===== config.mk =====
export PLATFORM = sky130hd
export DESIGN_NAME = dds_frame_bridge
export DESIGN_NICKNAME = d
export VERILOG_FILES = /design/src/rtl/dds_bridge_pkg.sv /design/src/rtl/host_frame_rx.sv /design/src/rtl/dds_frame_bridge.sv
export SDC_FILE = /design/constraint.sdc
export NUM_CORES = 2
export LEC_CHECK = 0
export ABC_AREA = 1
export BUFFER_PORTS_ARGS = -buffer_cell sky130_fd_sc_hd__clkbuf_2
export CAP_MARGIN = 20
export CORE_MARGIN = 1
export CORE_UTILIZATION = 30
export CTS_CLUSTER_DIAMETER = 120
export DETAILED_ROUTE_END_ITERATION = 8
export PLACE_DENSITY = 0.44
export SETUP_SLACK_MARGIN = 0.02
export SYNTH_ARGS = -nofsm -noshare
export SYNTH_HDL_FRONTEND = slang
export SYNTH_SLANG_ARGS = --single-unit

===== constraint.sdc =====
create_clock -name ten_MHz_ext -period 10.43 [get_ports ten_MHz_ext]
set_input_delay 1.043 -clock ten_MHz_ext [delete_from_list [all_inputs] [get_ports ten_MHz_ext]]
set_output_delay 1.043 -clock ten_MHz_ext [all_outputs]
set_load 0.05 [all_outputs]

===== src/rtl/dds_bridge_pkg.sv =====
// Shared types and sizing helpers for the host-to-DDS frame bridge.
// The optional even-parity check is enabled with DDS_FRAME_PARITY_EN.
package dds_bridge_pkg;

  localparam int DEF_FRAME_BITS = 184;
  localparam int DEF_NUM_CH     = 2;
  localparam int DEF_DEPTH      = 4;

  function automatic int ch_bits(input int n);
    return (n > 1) ? $clog2(n) : 1;
  endfunction

  localparam int CH_BITS    = ch_bits(DEF_NUM_CH);
  localparam int ENTRY_BITS = CH_BITS + DEF_FRAME_BITS;
  localparam int CNT_BITS   = $clog2(DEF_DEPTH) + 1;

  typedef enum logic [2:0] {IDLE, LOAD, SHIFT, DESELECT, UPDATE} out_state_t;

  // Running parity: fold one received bit into the accumulator.
  function automatic logic par_step(input logic acc, input logic b);
    return acc ^ b;
  endfunction

endpackage


===== src/rtl/host_frame_rx.sv =====
// Host-side receiver: synchronises the host serial pins, assembles one frame
// per host_csb strobe and emits a push strobe or a frame error.
// Parity bit handling is built only when DDS_FRAME_PARITY_EN is defined.
module host_frame_rx
  import dds_bridge_pkg::*;
#(
  parameter int FRAME_BITS = DEF_FRAME_BITS,
  parameter int NUM_CH     = DEF_NUM_CH,
  localparam int CH_W      = ch_bits(NUM_CH),
  localparam int ENTRY_W   = CH_W + FRAME_BITS
) (
  input  logic               clk,
  input  logic               rst_n,
  input  logic               host_sclk,
  input  logic               host_sdio,
  input  logic               host_csb,
  output logic               frame_vld,
  output logic [ENTRY_W-1:0] frame_data,
  output logic               frame_err
);

`ifdef DDS_FRAME_PARITY_EN
  localparam int PAR_W = 1;
`else
  localparam int PAR_W = 0;
`endif
  localparam int LEN  = ENTRY_W + PAR_W;
  localparam int BC_W = $clog2(LEN + 2);

  logic [1:0]         sclk_s, sdio_s, csb_s;
  logic               sclk_d, csb_d;
  logic               shift_en, csb_fall, csb_rise;
  logic [LEN-1:0]     asm_q;
  logic [BC_W-1:0]    bcnt;
  logic [ENTRY_W-1:0] entry;
  logic [CH_W:0]      ch_field;
  logic               len_ok, ch_ok, par_ok, frame_ok;

  always_ff @(posedge clk or negedge rst_n) begin
    if (!rst_n) begin
      sclk_s <= '0;
      sdio_s <= '0;
      csb_s  <= '1;
      sclk_d <= 1'b0;
      csb_d  <= 1'b1;
    end else begin
      sclk_s <= {sclk_s[0], host_sclk};
      sdio_s <= {sdio_s[0], host_sdio};
      csb_s  <= {csb_s[0], host_csb};
      sclk_d <= sclk_s[1];
      csb_d  <= csb_s[1];
    end
  end

  assign shift_en = sclk_s[1] & ~sclk_d & ~csb_s[1];
  assign csb_fall = ~csb_s[1] & csb_d;
  assign csb_rise = csb_s[1] & ~csb_d;

  // Counter saturates so an over-long frame can never wrap back to a legal length.
  always_ff @(posedge clk or negedge rst_n) begin
    if (!rst_n) begin
      asm_q <= '0;
      bcnt  <= '0;
    end else begin
      if (shift_en) asm_q <= {asm_q[LEN-2:0], sdio_s[1]};
      if (csb_fall)                      bcnt <= '0;
      else if (shift_en && bcnt != '1)   bcnt <= bcnt + 1'b1;
    end
  end

`ifdef DDS_FRAME_PARITY_EN
  logic par_q;
  always_ff @(posedge clk or negedge rst_n) begin
    if (!rst_n)        par_q <= 1'b0;
    else if (csb_fall) par_q <= 1'b0;
    else if (shift_en) par_q <= par_step(par_q, sdio_s[1]);
  end
  assign par_ok = ~par_q;
  assign entry  = asm_q[LEN-1:1];
`else
  assign par_ok = 1'b1;
  assign entry  = asm_q;
`endif

  assign ch_field = {1'b0, entry[ENTRY_W-1 -: CH_W]};
  assign ch_ok    = ch_field < (CH_W+1)'(NUM_CH);
  assign len_ok   = bcnt == BC_W'(LEN);
  assign frame_ok = len_ok & ch_ok & par_ok;

  always_ff @(posedge clk or negedge rst_n) begin
    if (!rst_n) begin
      frame_vld  <= 1'b0;
      frame_err  <= 1'b0;
      frame_data <= '0;
    end else begin
      frame_vld <= csb_rise & frame_ok;
      frame_err <= csb_rise & ~frame_ok;
      if (csb_rise) frame_data <= entry;
    end
  end

endmodule


===== src/rtl/dds_frame_bridge.sv =====
// Host-to-DDS frame bridge: queues host frames in a FIFO and replays each one
// to the addressed DDS chip over a shared SPI bus followed by an IO_UPDATE pulse.
// Define DDS_FRAME_PARITY_EN to require an even-parity bit on host frames.
module dds_frame_bridge
  import dds_bridge_pkg::*;
#(
  parameter int FRAME_BITS = DEF_FRAME_BITS,
  parameter int NUM_CH     = DEF_NUM_CH,
  parameter int DEPTH      = DEF_DEPTH,
  parameter int SCLK_DIV   = 2,
  parameter int UPD_CYCLES = 2
) (
  input  logic                   ten_MHz_ext,
  input  logic                   reset_n,
  input  logic                   host_sclk,
  input  logic                   host_sdio,
  input  logic                   host_csb,
  input  logic                   pause,
  output logic                   sclk,
  output logic                   sdio,
  output logic [NUM_CH-1:0]      csb_n,
  output logic [NUM_CH-1:0]      io_update,
  output logic                   busy,
  output logic [$clog2(DEPTH):0] fifo_count,
  output logic                   overflow,
  output logic                   frame_err
);

  localparam int CH_W    = ch_bits(NUM_CH);
  localparam int ENTRY_W = CH_W + FRAME_BITS;
  localparam int PTR_W   = $clog2(DEPTH);
  localparam int CNT_W   = PTR_W + 1;
  localparam int DIV_W   = $clog2(2 * SCLK_DIV);
  localparam int BIT_W   = $clog2(FRAME_BITS + 1);
  localparam int UPD_W   = $clog2(UPD_CYCLES + 1);

  logic               rx_vld;
  logic [ENTRY_W-1:0] rx_data;

  host_frame_rx #(.FRAME_BITS(FRAME_BITS), .NUM_CH(NUM_CH)) u_rx (
    .clk        (ten_MHz_ext),
    .rst_n      (reset_n),
    .host_sclk  (host_sclk),
    .host_sdio  (host_sdio),
    .host_csb   (host_csb),
    .frame_vld  (rx_vld),
    .frame_data (rx_data),
    .frame_err  (frame_err)
  );

  // ---------------- frame FIFO ----------------
  logic [ENTRY_W-1:0] mem [DEPTH];
  logic [PTR_W-1:0]   wr_ptr, rd_ptr;
  logic [CNT_W-1:0]   cnt;
  logic               full, push, pop;
  logic [ENTRY_W-1:0] head;
  logic [CH_W-1:0]    head_ch;
  logic [FRAME_BITS-1:0] head_pl;

  assign full    = cnt == CNT_W'(DEPTH);
  assign push    = rx_vld & ~full;
  assign head    = mem[rd_ptr];
  assign head_ch = head[ENTRY_W-1 -: CH_W];
  assign head_pl = head[FRAME_BITS-1:0];
  assign fifo_count = cnt;

  always_ff @(posedge ten_MHz_ext) begin
    if (push) mem[wr_ptr] <= rx_data;
  end

  always_ff @(posedge ten_MHz_ext or negedge reset_n) begin
    if (!reset_n) begin
      wr_ptr   <= '0;
      rd_ptr   <= '0;
      cnt      <= '0;
      overflow <= 1'b0;
    end else begin
      overflow <= rx_vld & full;
      if (push) wr_ptr <= wr_ptr + 1'b1;
      if (pop)  rd_ptr <= rd_ptr + 1'b1;
      case ({push, pop})
        2'b10:   cnt <= cnt + 1'b1;
        2'b01:   cnt <= cnt - 1'b1;
        default: cnt <= cnt;
      endcase
    end
  end

  // ---------------- output FSM ----------------
  out_state_t            state, nxt;
  logic [FRAME_BITS-1:0] shreg;
  logic [CH_W-1:0]       ch_q, sel_ch;
  logic [DIV_W-1:0]      div_cnt;
  logic [BIT_W-1:0]      bit_cnt;
  logic [UPD_W-1:0]      upd_cnt;
  logic                  can_start, bit_end;

  assign can_start = (cnt != '0) & ~pause;
  assign bit_end   = div_cnt == DIV_W'(2 * SCLK_DIV - 1);
  assign pop       = state == LOAD;

  always_ff @(posedge ten_MHz_ext or negedge reset_n) begin
    if (!reset_n) state <= IDLE;
    else          state <= nxt;
  end

  always_comb begin
    nxt    = state;
    sel_ch = ch_q;
    sclk   = 1'b0;
    sdio   = 1'b0;
    busy   = 1'b1;
    case (state)
      IDLE: begin
        busy = 1'b0;
        if (can_start) nxt = LOAD;
      end
      LOAD: begin
        nxt    = SHIFT;
        sel_ch = head_ch;
        sdio   = head_pl[FRAME_BITS-1];
      end
      SHIFT: begin
        sclk = div_cnt >= DIV_W'(SCLK_DIV);
        sdio = shreg[FRAME_BITS-1];
        if (bit_end && bit_cnt == BIT_W'(FRAME_BITS - 1)) nxt = DESELECT;
      end
      DESELECT: nxt = UPDATE;
      UPDATE: begin
        // Chain straight into the next LOAD so queued frames go back to back.
        if (upd_cnt == UPD_W'(UPD_CYCLES - 1)) nxt = can_start ? LOAD : IDLE;
      end
      default: begin
        nxt  = IDLE;
        busy = 1'b0;
      end
    endcase
  end

  // sdio follows shreg, which only moves as sclk drops from high to low.
  always_ff @(posedge ten_MHz_ext or negedge reset_n) begin
    if (!reset_n) begin
      shreg   <= '0;
      ch_q    <= '0;
      div_cnt <= '0;
      bit_cnt <= '0;
      upd_cnt <= '0;
    end else begin
      case (state)
        LOAD: begin
          shreg   <= head_pl;
          ch_q    <= head_ch;
          div_cnt <= '0;
          bit_cnt <= '0;
        end
        SHIFT: begin
          if (bit_end) begin
            div_cnt <= '0;
            shreg   <= {shreg[FRAME_BITS-2:0], 1'b0};
            bit_cnt <= bit_cnt + 1'b1;
          end else begin
            div_cnt <= div_cnt + 1'b1;
          end
        end
        DESELECT: upd_cnt <= '0;
        UPDATE:   upd_cnt <= upd_cnt + 1'b1;
        default: ;
      endcase
    end
  end

  for (genvar i = 0; i < NUM_CH; i++) begin : g_ch
    assign csb_n[i]     = ~(((state == LOAD) || (state == SHIFT)) && (sel_ch == CH_W'(i)));
    assign io_update[i] = (state == UPDATE) && (ch_q == CH_W'(i));
  end

endmodule


# --- Word level (Yosys, flattened, before mapping) ---
# Memory sizes are Yosys's and may differ from the RTL's.
# Index checks and enable logic that the tools add are counted.
word_totals:
  ff_bits: 596
  mem_bits_rw: 740
  in_bits: 6
  out_inout_bits: 12
  elab_cells: 104
  mem_count: 1
mem_list:
  columns: ["name", "depth", "word_bits", "read_ports", "rd_clocked_by_memory_dff", "write_ports", "line_no", "text"]
  rows:
  - ["mem", 4, 185, 1, 0, 1, "dds_frame_bridge.sv:52", "logic [ENTRY_W-1:0] mem [DEPTH];"]
classes:
  addsub: 8
  magnitude_cmp: 2
  eq_ne: 16
  mux: 21
  bitwise_logic: 20
  n_reduce_logical: 16
ops:
  columns: ["cell", "n"]
  rows:
  - ["184-bit one-hot mux with 2 select lines", 1]
  - ["184-bit two-way mux", 1]
  - ["8-bit two-way mux", 3]
  - ["8-bit by 1-bit adder with 8-bit output, second input constant", 2]
  - ["8-bit == test, second input constant", 2]
  - ["8-bit one-hot mux with 2 select lines", 1]
  - ["3-bit one-hot mux with 5 select lines", 1]
  - ["1-bit AND", 10]
  - ["1-bit NOT", 10]
  - ["3-bit two-way mux", 3]
  - ["2-bit by 1-bit adder with 2-bit output, second input constant", 4]
  - ["2-bit != test, second input constant", 4]
  - ["8-bit != test, second input constant", 1]
  - ["2-bit one-hot mux with 2 select lines", 2]
  - ["2-bit nonzero test", 4]
  - ["3-bit by 2-bit == test with 1-bit output, second input constant", 2]
  - ["3-bit == test, second input constant", 2]
  - ["1-bit logical AND", 6]
  - ["1-bit two-way mux", 6]
  - ["3-bit one-hot mux with 2 select lines", 1]
  - ["2-bit by 1-bit == test with 1-bit output, second input constant", 2]
  - ["2-bit == test, second input constant", 2]
  - ["4-bit OR reduction", 1]
  - ["3-bit by 1-bit adder with 3-bit output, second input constant", 1]
  - ["11 further kinds", 11]

# --- Longest topological paths before layout ---
logic_depth:
  word_depth: 6
  depth_mapped: 10
  mapped_depth_nobuf: 9

# --- Modules after synthesis ---
# Synthesis repeated with hierarchy kept, for this count alone.
hier_totals:
  hier_cells: 5386
  area_unflattened_um2: 54209.5
by_module_without_submodules:
  columns: ["module", "instances", "cells_each", "area_per_inst_um2", "seq_area_each_um2"]
  rows:
  - ["dds_frame_bridge", 1, 3915, 39675.6, 27426.3]
  - ["host_frame_rx", 1, 1471, 14533.9, 9713.1]

# --- Least setup slack after synthesis ---
# No wires, ideal clock.
synth_path:
  kind: "reg-to-reg"
  start: "reg cnt[0], in the netlist fifo_count[0]"
  end: "mem mem[0][0] in the netlist's numbering (enable)"
  setup_time_ns: 0.734
  arrival_ns: 8.812
  required_ns: 9.696
  setup_slack_ns: 0.884
  path_stages_with_launch: 5
  n_path_buf: 0
  cell_sequence: "dfrtp_1 -> inv_1 -> nand3_1 -> nand2_1 -> nor2_1"
synth_via:
  elab_chain_cells: 5
synth_rtl:
  columns: ["item", "line_no", "text"]
  rows:
  - ["start: declaration", "dds_frame_bridge.sv:54", "logic [CNT_W-1:0] cnt;"]
  - ["start signal: assignment", "dds_frame_bridge.sv:82", "2'b10: cnt <= cnt + 1'b1;"]
  - ["start signal: assignment", "dds_frame_bridge.sv:83", "2'b01: cnt <= cnt - 1'b1;"]
  - ["start signal: assignment", "dds_frame_bridge.sv:84", "default: cnt <= cnt;"]
  - ["3-bit == test", "dds_frame_bridge.sv:60", "assign full = cnt == CNT_W'(DEPTH);"]
  - ["1-bit NOT", "dds_frame_bridge.sv:61", "assign push = rx_vld & ~full;"]
  - ["1-bit AND", "dds_frame_bridge.sv:61", null]
  - ["1-bit two-way mux", "dds_frame_bridge.sv:68", "if (push) mem[wr_ptr] <= rx_data;"]
  - ["1-bit two-way mux (not written as such)", "dds_frame_bridge.sv:68", null]
  - ["end: declaration", "dds_frame_bridge.sv:52", null]
# Every way passes these cells.

# --- Final worst setup path ---
layout_path:
  start: "reg rd_ptr[1]"
  end: "out csb_n[1]"
layout_via:
  elab_chain_cells: 4
layout_rtl:
  columns: ["item", "line_no", "text"]
  rows:
  - ["start: declaration", "dds_frame_bridge.sv:53", "logic [PTR_W-1:0] wr_ptr, rd_ptr;"]
  - ["start signal: assignment", "dds_frame_bridge.sv:80", "if (pop) rd_ptr <= rd_ptr + 1'b1;"]
  - ["memory 4 x 185 bit", null, null]
  - ["1-bit two-way mux", null, null]
  - ["named net sel_ch", "dds_frame_bridge.sv:92", "logic [CH_W-1:0] ch_q, sel_ch;"]
  - ["1-bit logical AND", "dds_frame_bridge.sv:173", "assign csb_n[i] = ~(((state == LOAD) || (state == SHIFT)) && (sel_ch == CH_W'(i)));"]
  - ["1-bit NOT", "dds_frame_bridge.sv:173", null]
  - ["end: declaration", "dds_frame_bridge.sv:21", "output logic [NUM_CH-1:0] csb_n,"]
# The timed path passes the listed nets, and every way through them passes these cells.

==> flow_summary.toml <==
[critical_path]
cp-start-kind = "flip-flop"
r2r_cells = 6
path_cells = "buf_4 > nor2_1 > o21ai_0 > nand2_1 > nand2_1 > nand2_1 > nand2_1 > clkbuf_2"
reg2reg_from = "fifo_count[0]"
path_common_cell = "nand2_1"
slowest_stage = "dfrtp_4"
arrival_ps = 3420
rrSetupSlack_ps = 6850
endpoint_kind = "primary output"
required_ps = 9390
worst-path-max-fanout = 72
r2r_end = "mem[2][116]"
max_stage_delay_ps = 970
crit_type = "reg -> out"

[die]
ios = 18
num_rows = 154
start_util_pct = 30.2
dieArea_mm2 = 0.179
dieHeight_um = 423
core_area_mm2 = 0.176
die_w_um = 423

[timing]
fmax_ghz = 0.224
skew_ps = 25.5
holdWs_ps = 237
drv_slew = 0
report.final.hold_viol_count = 0
rsz0062_at_grt = "false"
worstMarginPinSlew_ps = 1030
tns_ps = 0
slew-limit-headroom_pct = 31.2
setup-violations-final = 0
post-route-period-util_pct = 42.8
period_needed_ps = 4460

[global_route]
grtUsageTotal_pct = 14.0
grt_max_degree = 162
antenna_found_initial = 4
grt_pass1_wl_mm = 199
overflow = 0
grt_pass1_vias = 33475

[routing]
drc_errors = 0
dr.pass1.iters = 5
ant_nets = 0
avgViaCountPerCell = 4.47
routed_wl_mm = 123
route.vias.total = 33252
wire_per_inst_um = 16.6
drt_iter0_markers = 2087

[clock_network]
clk_root_buffer_cell = "clkbuf_16"
cts_setup_buffers = 0
cts_tree = "built"
cts-buffers-inserted = 150
htreeDepth = 4
clk-insertion-delay-late_ps = 780
hold_buffers = 0
clk_pin_slew_ps = 60
cts.sinks = 1336
clock_path_buffers = 3
cts-resized-gates = 0

[cells_and_area]
finalNonFillerCells = 7444
final_layout_size_suffix_gt1_share_pct = 6.06
synthToLayoutAreaGrowth_pct = 13.4
final.fill_count = 17760
layout.nets = 4993

[placement]
portBuffers = 17
hpwl_mm = 60.2
gpl.final_weighted_congestion = 0.703
place_inst = 7163

[yosys]
syn_area_per_cell_um2 = 10.6
syn-num-nets = 5059
synth.ff_latch_count = 1336
synthesis.area_mm2 = 0.0532
yosysWarnings = 0
synthCells = 5041
yosysSeqAreaShare_pct = 69.8
synth_cell_types = 34

[hold_path]
hold_path_class = "in -> async"

[run]
maxCapViolations = 0

[run_status]
status = "complete, no violations"

[power]
ir_drop_mv = 0.170
fin_total_pwr_w = 0.0110
power.density_mw_per_mm2 = 182
p_leak_nw = 23.9
==> worst max-delay path by stage <==
stage / startpoint / end / slack [ps] / cells past startpoint
final: rd_ptr[1] / csb_n[1] / 5970 / 8
after global routing: rd_ptr[1] / csb_n[1] / 5670 / 8
after CTS: rd_ptr[1] / csb_n[1] / 5810 / 8
after detailed placement: rd_ptr[1] / csb_n[1] / 6690 / 8
after global placement: rd_ptr[1] / csb_n[1] / 6690 / 8
after floorplan: fifo_count[0] / mem[0][0] / 880 / 4
==> critical path: cells and delay by family (launching register included) <==
kind	cells	cell delay, ps
DFF	1	970
and+or+nand+nor	5	400
AOI/OAI and AO/OA	1	120
buffers and inverters	2	1140
==> cells in the mapped netlist <==
cell type	n	area share, %
nor4_1	1	0.012
nand3_2	1	0.019
inv_1	478	3.4
xor2_1	5	0.082
xnor2_1	1	0.016
o22ai_1	1	0.012
nand3_4	1	0.033
o21bai_1	1	0.014
fa_1	1	0.038
clkbuf_1	111	0.78
ha_1	11	0.26
nor2_2	1	0.012
nand4_1	8	0.094
o21ai_1	3	0.028
nand2_1	1343	9.5
buf_2	120	1.1
nand3_1	210	2.0
nand2_4	2	0.042
buf_6	11	0.23
buf_1	18	0.13
a21oi_1	62	0.58
inv_2	2	0.014
clkbuf_2	7	0.066
clkinv_1	1	0.0070
dfrtp_1	593	28
mux2_2	1	0.021
o211ai_1	125	1.8
o21ai_0	639	6.0
nor3_1	1	0.0094
nor2_1	519	3.7
edfxtp_1	740	42
nor2b_1	1	0.012
buf_4	19	0.27
dfstp_2	3	0.15
==> power breakdown <==
group          total (W)  leakage [nW]  internal, W  switching (W)
Sequential       0.00558          13.7      0.00556      0.0000175
Combinational   0.000126          7.69    0.0000177       0.000108
Clock            0.00526          2.43      0.00311        0.00215
Total             0.0110          23.9      0.00869        0.00227
==> stage by stage <==
step / setup slack, ps / utilization (%) / instance area, µm²
2_1_floorplan: 884 / - / 53200
3_3_place_gp: 6690 / 31.4 / 55400
3_5_place_dp: 6690 / 31.4 / 55400
4_1_cts: 5810 / 34.2 / 60300
5_1_grt: 5670 / 34.2 / 60300
6_report: 5970 / 34.2 / 60300
==> layer usage <==
metal,up-vias,routed length [µm],part of all wire [%],GRT usage (%)
met5,-,0,0,0
li1,16450,-,-,-
met3,160,3880,3.1,2.31
met1,16256,60200,49,19.3
met4,0,2470,2.0,4.00
met2,386,56900,46,22.7
==> state kept, by name, indices dropped and copies added, names as in the netlist, 2 cells and up <==
name and count:
bit_cnt 8, u_rx.sdio_s 2, fifo_count 3, mem 740
u_rx.sclk_s 2, shreg 184, u_rx.csb_s 2, state 3
div_cnt 2, rd_ptr 2, u_rx.frame_data 185, u_rx.asm_q 185
u_rx.bcnt 8, wr_ptr 2, upd_cnt 2
==> cells in the final DEF (no fill, tap or decap), drive strengths merged <==
cell and n:
dfstp 3, xor2 5, diode 1, o21bai 1, fa 1, nand3 212, a21oi 62, nor2b 1
clkinv 40, buf 52, clkinvlp 1, nand2 1345, nor4 1, edfxtp 740, o22ai 1, nor2 520
xnor2 1, ha 11, inv 490, dfrtp 593, clkbuf 239, bufinv 7, nor3 1, nand4 8
mux2 1, o21ai 642, o211ai 125
==> logic make-up after synthesis <==
| family | count (synthesis) | synth area share (%) |
|---|---|---|
| AND/OR/NAND/NOR | 2088 | 15.3 |
| flip-flops | 1336 | 69.8 |
| AO/OA/AOI/OAI | 831 | 8.41 |
| buffers and inverters | 767 | 6.00 |
| adder cells (fa/ha/maj) | 12 | 0.296 |
| XOR/XNOR | 6 | 0.0988 |
| multiplexers | 1 | 0.0212 |
==> cell type report <==
cell class                 count  area [µm²]  area share, %
inverter                     481        1820           3.01
tap                         2340        2930           4.85
sequential                  1336       37100           61.6
antenna                        1        2.50        0.00415
clock buffer                 223        4410           7.31
multi-input combinational   2938       12900           21.4
timing repair buffer          68         553          0.917
clock inverter                57         526          0.871
Power figures use the tool's default switching activity.
